### src/rtl/udp_tx_arbiter.sv
// Shares the MAC UDP transmit port between NUM_REQ packet sources, one packet per grant.
// Define UDP_ARB_FIXED_PRIO_EN for fixed priority (lowest index wins); default is round-robin.
module udp_tx_arbiter #(
  parameter int NUM_REQ    = 2,
  parameter int GAP_CYCLES = 12
) (
  input  logic                  clk,
  input  logic                  reset,
  input  logic                  have_ip,
  input  logic [NUM_REQ-1:0]    req_request,
  input  logic [11*NUM_REQ-1:0] req_length,
  input  logic [8*NUM_REQ-1:0]  req_data,
  output logic [NUM_REQ-1:0]    req_enable,
  output logic                  udp_tx_request,
  input  logic                  udp_tx_enable,
  output logic [10:0]           udp_tx_length,
  output logic [7:0]            udp_tx_data,
  output logic [1:0]            grant,
  output logic                  busy
);

  typedef enum logic [1:0] {IDLE = 2'd0, REQ = 2'd1, XFER = 2'd2, GAP = 2'd3} state_e;

  localparam logic [7:0] GAP_LOAD = 8'(GAP_CYCLES);

  state_e             state_q;
  logic [1:0]         grant_q;
  logic [1:0]         ptr_q;
  logic [10:0]        cnt_q;
  logic [10:0]        len_q;
  logic [7:0]         gap_q;
  logic [1:0]         win_s;
  logic [1:0]         ptr_next_s;
  logic               found_s;
  logic [10:0]        sel_len_s;
  logic [7:0]         sel_data_s;
  logic [NUM_REQ-1:0] elig_s;
  logic [NUM_REQ-1:0] gnt_oh_s;

  // Granted-requester mux and round-robin winner search starting at the pointer.
  always_comb begin
    sel_len_s  = 11'd0;
    sel_data_s = 8'd0;
    gnt_oh_s   = '0;
    elig_s     = '0;
    found_s    = 1'b0;
    win_s      = 2'd0;
    for (int k = 0; k < NUM_REQ; k++) begin
      elig_s[k] = req_request[k] && (req_length[11*k +: 11] != 11'd0);
      if (grant_q == 2'(k)) begin
        sel_len_s   = req_length[11*k +: 11];
        sel_data_s  = req_data[8*k +: 8];
        gnt_oh_s[k] = 1'b1;
      end else begin
        gnt_oh_s[k] = 1'b0;
      end
    end
    for (int k = 0; k < NUM_REQ; k++) begin
      if (!found_s && elig_s[k] && (k >= int'(ptr_q))) begin
        found_s = 1'b1;
        win_s   = 2'(k);
      end else begin
        found_s = found_s;
      end
    end
    for (int k = 0; k < NUM_REQ; k++) begin
      if (!found_s && elig_s[k]) begin
        found_s = 1'b1;
        win_s   = 2'(k);
      end else begin
        found_s = found_s;
      end
    end
  end

`ifdef UDP_ARB_FIXED_PRIO_EN
  assign ptr_next_s = 2'd0;
`else
  assign ptr_next_s = (grant_q == 2'(NUM_REQ - 1)) ? 2'd0 : grant_q + 2'd1;
`endif

  // Arbitration FSM with byte and gap counters.
  always_ff @(posedge clk or posedge reset) begin
    if (reset) begin
      state_q <= IDLE;
      grant_q <= 2'd0;
      ptr_q   <= 2'd0;
      cnt_q   <= 11'd0;
      len_q   <= 11'd0;
      gap_q   <= 8'd0;
    end else begin
      case (state_q)
        IDLE: begin
          if (have_ip && found_s) begin
            grant_q <= win_s;
            state_q <= REQ;
          end
        end
        REQ: begin
          if (udp_tx_enable) begin
            cnt_q   <= sel_len_s;
            len_q   <= sel_len_s;
            ptr_q   <= ptr_next_s;
            state_q <= XFER;
          end else if ((req_request & gnt_oh_s) == '0) begin
            state_q <= IDLE;
          end
        end
        XFER: begin
          cnt_q <= cnt_q - 11'd1;
          if (cnt_q == 11'd1) begin
            gap_q   <= GAP_LOAD;
            state_q <= GAP;
          end
        end
        GAP: begin
          // GAP_CYCLES of 0 or 1 both give a single GAP cycle
          if (gap_q <= 8'd1) begin
            gap_q   <= 8'd0;
            state_q <= IDLE;
          end else begin
            gap_q <= gap_q - 8'd1;
          end
        end
        default: state_q <= IDLE;
      endcase
    end
  end

  // MAC-side outputs decoded from state; enable is forwarded with zero latency.
  always_comb begin
    udp_tx_request = (state_q == REQ);
    busy           = (state_q != IDLE);
    if ((state_q == REQ) && udp_tx_enable) begin
      req_enable = gnt_oh_s;
    end else begin
      req_enable = '0;
    end
    case (state_q)
      REQ: begin
        udp_tx_length = sel_len_s;
        udp_tx_data   = 8'd0;
      end
      XFER: begin
        udp_tx_length = len_q;
        udp_tx_data   = sel_data_s;
      end
      default: begin
        udp_tx_length = 11'd0;
        udp_tx_data   = 8'd0;
      end
    endcase
  end

  assign grant = grant_q;

endmodule
### config.mk
export PLATFORM = sky130hd
export DESIGN_NAME = udp_tx_arbiter
export DESIGN_NICKNAME = d
export VERILOG_FILES = /design/src/rtl/udp_tx_arbiter.sv
export SDC_FILE = /design/constraint.sdc
export NUM_CORES = 1
export LEC_CHECK = 0
export ABC_AREA = 1
export CELL_PAD_IN_SITES_DETAIL_PLACEMENT = 1
export CELL_PAD_IN_SITES_GLOBAL_PLACEMENT = 2
export CORE_ASPECT_RATIO = 1.5
export CORE_MARGIN = 1.5
export CORE_UTILIZATION = 25
export CTS_CLUSTER_SIZE = 30
export DETAILED_ROUTE_END_ITERATION = 7
export HOLD_SLACK_MARGIN = 0.12
export PLACE_DENSITY = 0.75
export RECOVER_POWER = 50
export SETUP_SLACK_MARGIN = 0.2
export SLEW_MARGIN = 0
export SYNTH_ARGS = -nofsm -noshare
export SYNTH_HDL_FRONTEND = slang
export SYNTH_SLANG_ARGS = --single-unit
### constraint.sdc
create_clock -name clk -period 2 [get_ports clk]
set_input_delay 0.2 -clock clk [delete_from_list [all_inputs] [get_ports clk]]
set_output_delay 0.2 -clock clk [all_outputs]
set_load 0.1 [all_outputs]
## Yosys cells after proc, flatten, opt, wreduce, memory -nomap -nowiden

Index checks and enable logic that the tools add are counted.

| cells by class | value |
|---|---|
| reduce and logical (&&, ||, !) cells | 25 |
| mux-type cells | 28 |
| order comparisons | 3 |
| bitwise operators | 1 |
| $add $sub $neg | 3 |
| equality and inequality tests | 10 |

Operators with widths:

| operator | count |
|---|---|
| 11-bit one-hot mux with 2 select lines | 2 |
| 8-bit 2-to-1 mux | 5 |
| 11-bit 2-to-1 mux | 3 |
| 11-bit nonzero test | 2 |
| 2-bit 2-to-1 mux | 9 |
| 8-bit one-hot mux with 2 select lines | 1 |
| 11-bit by 1-bit equality test with 1-bit output (second input constant) | 1 |
| 11-bit by 1-bit subtractor with 11-bit output (second input constant) | 1 |
| 1-bit logical AND | 9 |
| 8-bit by 1-bit <= comparator with 1-bit output (second input constant) | 1 |
| 2-bit one-hot mux with 4 select lines | 1 |
| 2-bit AND reduction | 4 |
| 8-bit by 1-bit subtractor with 8-bit output (second input constant) | 1 |
| 1-bit 2-to-1 mux | 7 |
| 2-bit zero test | 3 |
| 2-bit inequality test (second input constant) | 3 |
| 2-bit nonzero test | 3 |
| 2-bit by 1-bit equality test with 1-bit output (second input constant) | 2 |
| 2-bit equality test (second input constant) | 2 |
| 1-bit by 2-bit >= comparator with 1-bit output (first input constant) | 2 |
| 4-bit AND reduction | 1 |
| 1-bit zero test | 3 |
| 3-bit by 1-bit inequality test with 1-bit output (second input constant) | 1 |
| 2-bit by 1-bit adder with 2-bit output (second input constant) | 1 |
| other kinds (2) | 2 |

| storage, ports and cells | value |
|---|---|
| input port bits | 44 |
| output and inout bits | 25 |
| register bits | 36 |
| logic and storage cells | 76 |

## Logic depth before layout (Yosys ltp)

Gate-level depths: netlist of run 1.

| logic depth | value |
|---|---|
| word-level depth | 17 |
| mapped depth | 12 |
| depth with buffers taken out | 12 |

## Worst setup path after synthesis of run 1

OpenSTA, ideal clock, no wires.

| timing path | value |
|---|---|
| path type | register -> output |
| start point | register state_q[1] |
| end point | output port udp_tx_length[5] |
| data arrival time | 3.196 ns |
| data required time | 1.800 ns |
| path slack | -1.396 ns |
| cell stages (with the launch flop) | 6 |
| cell sequence | dfrtp_1 inv_1 ha_1 buf_1 nand2_1 a21oi_1 |

| on the way | value |
|---|---|
| word-level cells in the longest chain between the ends | 2 |
| elaborated cells on any way between the ends | 3 |
| classes of those cells | eq/ne: 2; mux: 1 |

Ends and longest elaborated chain:

| item | RTL line | RTL |
|---|---|---|
| start: declaration | 26 | `state_e state_q;` |
| start signal: assignment | 85 | `state_q <= IDLE;` |
| start signal: assignment | 96 | `state_q <= REQ;` |
| start signal: assignment | 104 | `state_q <= XFER;` |
| 2-bit by 1-bit equality test with 1-bit output | n/a |  |
| net udp_tx_request | 14 | `output logic udp_tx_request,` |
| 11-bit one-hot mux with 2 select lines | 139 | `case (state_q)` |
| end: declaration | 16 | `output logic [10:0] udp_tx_length,` |

The timed path passes the listed nets, and every way through them passes these cells.

## Worst setup path after layout of run 1

| timing path | value |
|---|---|
| start point | register state_q[0] |
| end point | output port udp_tx_length[6] |

| on the way | value |
|---|---|
| word-level cells in the longest chain between the ends | 2 |
| elaborated cells on any way between the ends | 3 |
| classes of those cells | eq/ne: 2; mux: 1 |

Ends and longest elaborated chain:

| item | RTL line |
|---|---|
| 2-bit equality test / 2-bit by 1-bit equality test with 1-bit output (equally long branches) | 139 |
| 11-bit one-hot mux with 2 select lines (*) | 139 |

Every way passes the cells marked *; elsewhere a longest branch is shown, timed or not.

==> results_dict.tcl, run 1 <==
set metrics [dict create \
    outcome "finished clean" \
    met3_wirelength_um 325 \
    core.rowCount 44 \
    fp.coreArea_mm2 0.00963 \
    p_leak_nw 1.92 \
    clk_latency_ns 0.29 \
    fin_cells 588 \
    r2r-start "state_q[0]$_DFFE_PP0P_" \
    yosysUniqueCellTypes 40 \
    clock_sinks 34 \
    synth_area_per_cell_um2 6.60 \
    cp.depth 6 \
    total_power_mw 7.54 \
    holdPathStages 2 \
    clock.fmax_mhz 526 \
    slew_viol_final 0 \
    ff2ff_path_depth 6 \
    synth_top_area_frac 0.347 \
    wl_per_cell_um 15.9 \
    max-clock-path-buffers 2 \
    hp-class "flip-flop to flip-flop" \
    fillers 1108 \
    synth_edf_count 0 \
    grt_max_degree 19 \
    dpl.hpwl_um 6550 \
    port_buffers 67 \
    arrival_ns 1.70 \
    htree_levels 2 \
    first_pass_iters 4 \
    synth-seq-cells 34 \
    fin_ws_ns 0.0983 \
    place_inst 552 \
    critPathBufInv 3 \
    synth-seq-area-share 0.347 \
    layout_min_cycle_time_ns 1.90 \
    fin_tns_setup_ns 0 \
    grt_pass1_wl_um 15400 \
    hold_violations 0 \
    cts_tree "done" \
    grt_overflow_total 0 \
    rsz0062_at_grt "true" \
    cts_root_buffer "clkbuf_16" \
    final_util 0.469 \
    worstMarginPinSlew_ns 1.10 \
    dieArea_mm2 0.0104 \
    crit_family "buffers and inverters" \
    synthToLayoutAreaGrowth_pct 84.3 \
    mostFrequentLayoutCells "nand2_1 (99), clkdlybuf4s50_1 (41), nor2_1 (39)" \
    die_width_um 83.9 \
    regArea_um2 856 \
    synth_area_mm2 0.00245 \
    slowest_delay_ns 0.40 \
    hold-worst-slack_ns 0.474 \
    path_cells "buf_6 -> ha_4 -> buf_8 -> nand2_2 -> a21oi_4 -> buf_12" \
    slew_headroom 0.269 \
    power.density_mw_per_mm2 1670 \
    cp-end-kind "output port" \
    drt-vias-per-instance 4.79 \
    path_class "flip-flop to output port" \
    cts_hold_buffers 0 \
    synthArstFlopShare 1.00 \
    crit_required_ns 1.80 \
    drc 0 \
    wl_met1_um 3420 \
    fin_area_mm2 0.00452 \
    fin_skew_ns 0.00994 \
    min_period_over_period 0.951 \
    nNetsFinal 524 \
    start_util 0.255 \
    cts_made_buffers 5 \
    synth_flop_cell "dfrtp_1" \
    yosys.area.top_type "dfrtp_1" \
    dp_slack_ns 0.0736 \
    num_vias 2817 \
    finalWirelength_um 9340 \
    die_h_um 124 \
    antenna_found_initial 0 \
    ir_worst_vdd_mv 0.657 \
    crit_fanout 8 \
    synthCells 372 \
    diodes 0 \
    grtUsageTotal 0.185 \
    clkTransAtPathRegs_ns 0.06 \
    final_common_cell "nand2_1" \
    grt_pass1_vias 3152 \
    routed.top_layer "met4" \
    crit_start "state_q[0]$_DFFE_PP0P_" \
    hold_start "len_q[6]$_DFFE_PP0P_" \
    setup_viol 0 \
    drive_gt1_frac 0.336 \
    maxCapViolCount 0 \
    ios 69 \
    multiInputGateArea_mm2 0.00187 \
    dr_wl_met2_um 5270 \
    synthTopCellsByArea "dfrtp_1 (35%), nand2_1 (18%), nor2_1 (8.1%), o21ai_0 (6.5%), inv_1 (5.0%)" \
    finalWeightedCongestion 0.811 \
    placed_area_mm2 0.00383 \
    drt_iter0_drc 111 \
    start_kind "flip-flop" \
    syn_nets 424 \
    yosysWarnings 0 \
    critPathSlowestCell "dfrtp_2" \
    drtAntennaViolNets 0 \
]
[layer usage]
metal,global-route usage,vias to the layer above
li1,-,1383
met1,0.192,1352
met2,0.356,62
met3,0.0345,20
met4,0.0743,0
met5,0,-
[path summary, 6_finish.rpt]
kind | endpoint | slack (ns)
setup / recovery | udp_tx_length[6] | 0.1
hold / removal | len_q[6]$_DFFE_PP0P_ | 0.47
setup reg to reg | len_q[8]$_DFFE_PP0P_ | 0.22
hold reg to reg | len_q[6]$_DFFE_PP0P_ | 0.47
max in group asynchronous | cnt_q[5]$_DFFE_PP0P_ | 0.44
min in group asynchronous | cnt_q[9]$_DFFE_PP0P_ | 0.69
[cells by family after synthesis]
| family | Yosys count | synth area share |
|---|---|---|
| other | 1 | 0.00153 |
| adders and majority gates | 8 | 0.0408 |
| buffers and inverters | 51 | 0.0841 |
| DFF | 34 | 0.347 |
| muxes | 1 | 0.00408 |
| and+or+nand+nor | 201 | 0.339 |
| AOI/OAI and AO/OA | 71 | 0.166 |
| xor gates and xnor gates | 5 | 0.0178 |
[layout make-up]
type                    count  share of cell area
repair buffers            107               0.299
inverters                  36              0.0332
multi-input cells         287               0.413
repair inverters            1             0.00166
clock inverters             1             0.00111
clock buffers               7              0.0315
flip-flops and latches     34               0.189
well taps                 115              0.0318
[worst register-to-register path: stages, from the launching register on]
cell	delay [ns]
dfrtp_2	0.43
buf_6	0.14
ha_4	0.21
nand2_4	0.09
buf_12	0.12
clkbuf_1	0.45
o21ai_0	0.20
[power by group]
group / leakage (nW) / internal [mW] / switching, mW / total (mW)
registers: 0.421 / 0.997 / 0.270 / 1.27
clock network: 0.0739 / 0.494 / 0.306 / 0.800
logic: 1.42 / 2.17 / 3.30 / 5.47
total: 1.92 / 3.66 / 3.88 / 7.54
[flip-flops by register name, indices dropped and copies added, names as in the netlist]
signal   cells
gap_q        8
len_q       11
grant        1
ptr_q        1
cnt_q       11
state_q      2
[cells in the mapped netlist (2+ instances only)]
cell type	count
inv_1	33
nand3_1	13
nand2_1	117
a21oi_1	19
nor2_2	2
buf_2	4
o21ai_1	4
o21ai_0	32
clkbuf_1	8
xor2_1	4
nor2_1	53
nor3_1	3
ha_1	8
o22ai_1	2
a31oi_1	2
o21ai_2	5
buf_4	2
nand3b_1	4
nand4_1	2
inv_2	2
dfrtp_1	34
[timing repair]
item / CTS / global route
pin swaps: 5 / 8
setup endpoints to repair: 31 / 32
cloned: 2 / 2
buffers inserted: 16 / 8
gates resized for setup: 37 / 28
Note: power is estimated with default switching activity, not from simulation.
==> run 2, diff against run 1 <==
Settings changed: HOLD_SLACK_MARGIN 0.12 to 0.1, PLACE_DENSITY 0.75 to not set, PLACE_DENSITY_LB_ADDON set to 0.08.
==> results_dict.tcl, run 2 (synthesized netlist as in run 1, its figures left out) <==
set metrics [dict create \
    fillers 1168 \
    critPathSlowestCell "dfrtp_1" \
    crit_required_ns 1.80 \
    crit_start "state_q[1]$_DFFE_PP0P_" \
    grt_pass1_wl_um 15200 \
    crit_family "buffers and inverters" \
    power.switching_mw 3.68 \
    fin_ws_ns 0.120 \
    layout_min_cycle_time_ns 1.88 \
    slew_headroom 0.585 \
    critPathBufInv 4 \
    clock_sinks 34 \
    largest_registers "cnt_q x11, len_q x11, gap_q x8" \
    rsz0062_at_grt "true" \
    hold_violations 0 \
    first_pass_iters 4 \
    path_class "flip-flop to output port" \
    finalWirelength_um 9220 \
    cts_root_buffer "clkbuf_16" \
    dp_slack_ns 0.252 \
    grt_pass1_vias 2946 \
    port_buffers 67 \
    maxCapViolCount 0 \
    start_util 0.255 \
    grt_overflow_total 0 \
    clk_latency_ns 0.29 \
    max-clock-path-buffers 2 \
    drt_iter0_drc 47 \
    fin_skew_ns 0.00824 \
    num_vias 2719 \
    drive_gt1_frac 0.276 \
    final_common_cell "nand2_1" \
    ir_worst_vdd_mv 0.664 \
    drtAntennaViolNets 0 \
    setup_viol 0 \
    critPathMostFrequentCell "buf_12" \
    antenna_found_initial 0 \
    path_cells "inv_2 -> ha_1 -> inv_1 -> buf_12 -> a21oi_4 -> buf_12" \
    fp.coreArea_mm2 0.00963 \
    worstMarginPinSlew_ns 0.622 \
    p_leak_nw 1.80 \
    clkTransAtPathRegs_ns 0.06 \
    arrival_ns 1.68 \
    pwr-share-seq 0.177 \
    cts_hold_buffers 0 \
    grtUsageTotal 0.184 \
    die_width_um 83.9 \
    wl_per_cell_um 16.0 \
    dpl.hpwl_um 7080 \
    synthToLayoutAreaGrowth_pct 74.5 \
    slew_viol_final 0 \
    power.density_mw_per_mm2 1650 \
    fin_tns_setup_ns 0 \
    outcome "finished clean" \
    drt-vias-per-instance 4.73 \
    p_sw_frac 0.522 \
    ios 69 \
    clockPowerShare 0.108 \
    min_period_over_period 0.940 \
    drc 0 \
    r2r-start "state_q[1]$_DFFE_PP0P_" \
    diodes 0 \
    combinationalPowerShare 0.714 \
    internal_power_mw 3.37 \
    core.rowCount 44 \
    slowest_delay_ns 0.44 \
    grt_max_degree 19 \
    cts_tree "done" \
    cts_made_buffers 5 \
    die_h_um 124 \
    mostFrequentLayoutCells "nand2_1 (102), clkdlybuf4s50_1 (41), nor2_1 (40)" \
    htree_levels 2 \
    dieArea_mm2 0.0104 \
    finalWeightedCongestion 0.744 \
    crit_fanout 11 \
    hp-class "primary input to async pin" \
    nNetsFinal 511 \
    cp-end-kind "output port" \
    start_kind "flip-flop" \
    clock.fmax_mhz 532 \
]
-- run 2: final timing paths --
kind | to | slack, ns | cells after the start
worst min-delay path | len_q[4]$_DFFE_PP0P_ | 0.34 | 2
max in group asynchronous | cnt_q[1]$_DFFE_PP0P_ | 0.78 | 3
min in group clk | len_q[7]$_DFFE_PP0P_ | 0.49 | 2
worst max register to register | len_q[6]$_DFFE_PP0P_ | 0.22 | 8
worst min register to register | len_q[7]$_DFFE_PP0P_ | 0.49 | 2
worst max-delay path | udp_tx_length[9] | 0.12 | 6
-- run 2: per-layer routing --
layer | routed length (um) | up-vias | share of wire | global-route usage
met5 | 0 | - | 0 | 0
met4 | 143 | 0 | 0.016 | 0.0579
met3 | 400 | 7 | 0.043 | 0.0378
met2 | 5130 | 66 | 0.56 | 0.344
met1 | 3540 | 1285 | 0.38 | 0.206
li1 | - | 1361 | - | -
-- run 2: layout make-up --
type                            count  area (um2)  share of cell area
Tap cell                          115         144              0.0336
Multi-Input combinational cell    287        1790               0.418
Sequential cell                    34         855               0.200
Timing Repair Buffer               95        1210               0.284
Inverter                           36         143              0.0333
Clock buffer                        8         136              0.0318
-- run 2: worst register-to-register path: cells and delay by family (launching register included) --
family,cells,cell delay (ns)
adder cells (fa/ha/maj),1,0.21
buffers and inverters,4,0.75
flip-flops,1,0.44
AND/OR/NAND/NOR,3,0.32
-- run 2: through the flow --
step / utilization / power, mW / std cells / area (um2) / hold WS (ns)
3_5_place_dp: 0.399 / 5.81 / 554 / 3840 / 0.470
6_report: 0.445 / 7.05 / 575 / 4280 / 0.338
4_1_cts: 0.434 / 6.95 / 568 / 4180 / 0.229
5_1_grt: 0.445 / 7.51 / 575 / 4280 / 0.383
3_3_place_gp: 0.399 / 5.75 / 554 / 3840 / 0.463
2_1_floorplan: - / 4.42 / 372 / 2790 / 0.342
-- run 2: repair_timing --
action | CTS | global route
endpoints found under the setup margin | 21 | 31
buffers inserted | 5 | 6
gates cloned | 1 | 1
pin swaps | 3 | 11
gates resized for setup | 28 | 16
-- run 2: power by group through the flow --
stage	registers, mW	logic (mW)	clock network, mW
3_3_place_gp	1.28	4.47	0
3_5_place_dp	1.29	4.52	0
5_1_grt	1.30	5.41	0.800
2_1_floorplan	1.26	3.16	0
6_report	1.25	5.03	0.763
4_1_cts	1.25	4.92	0.785
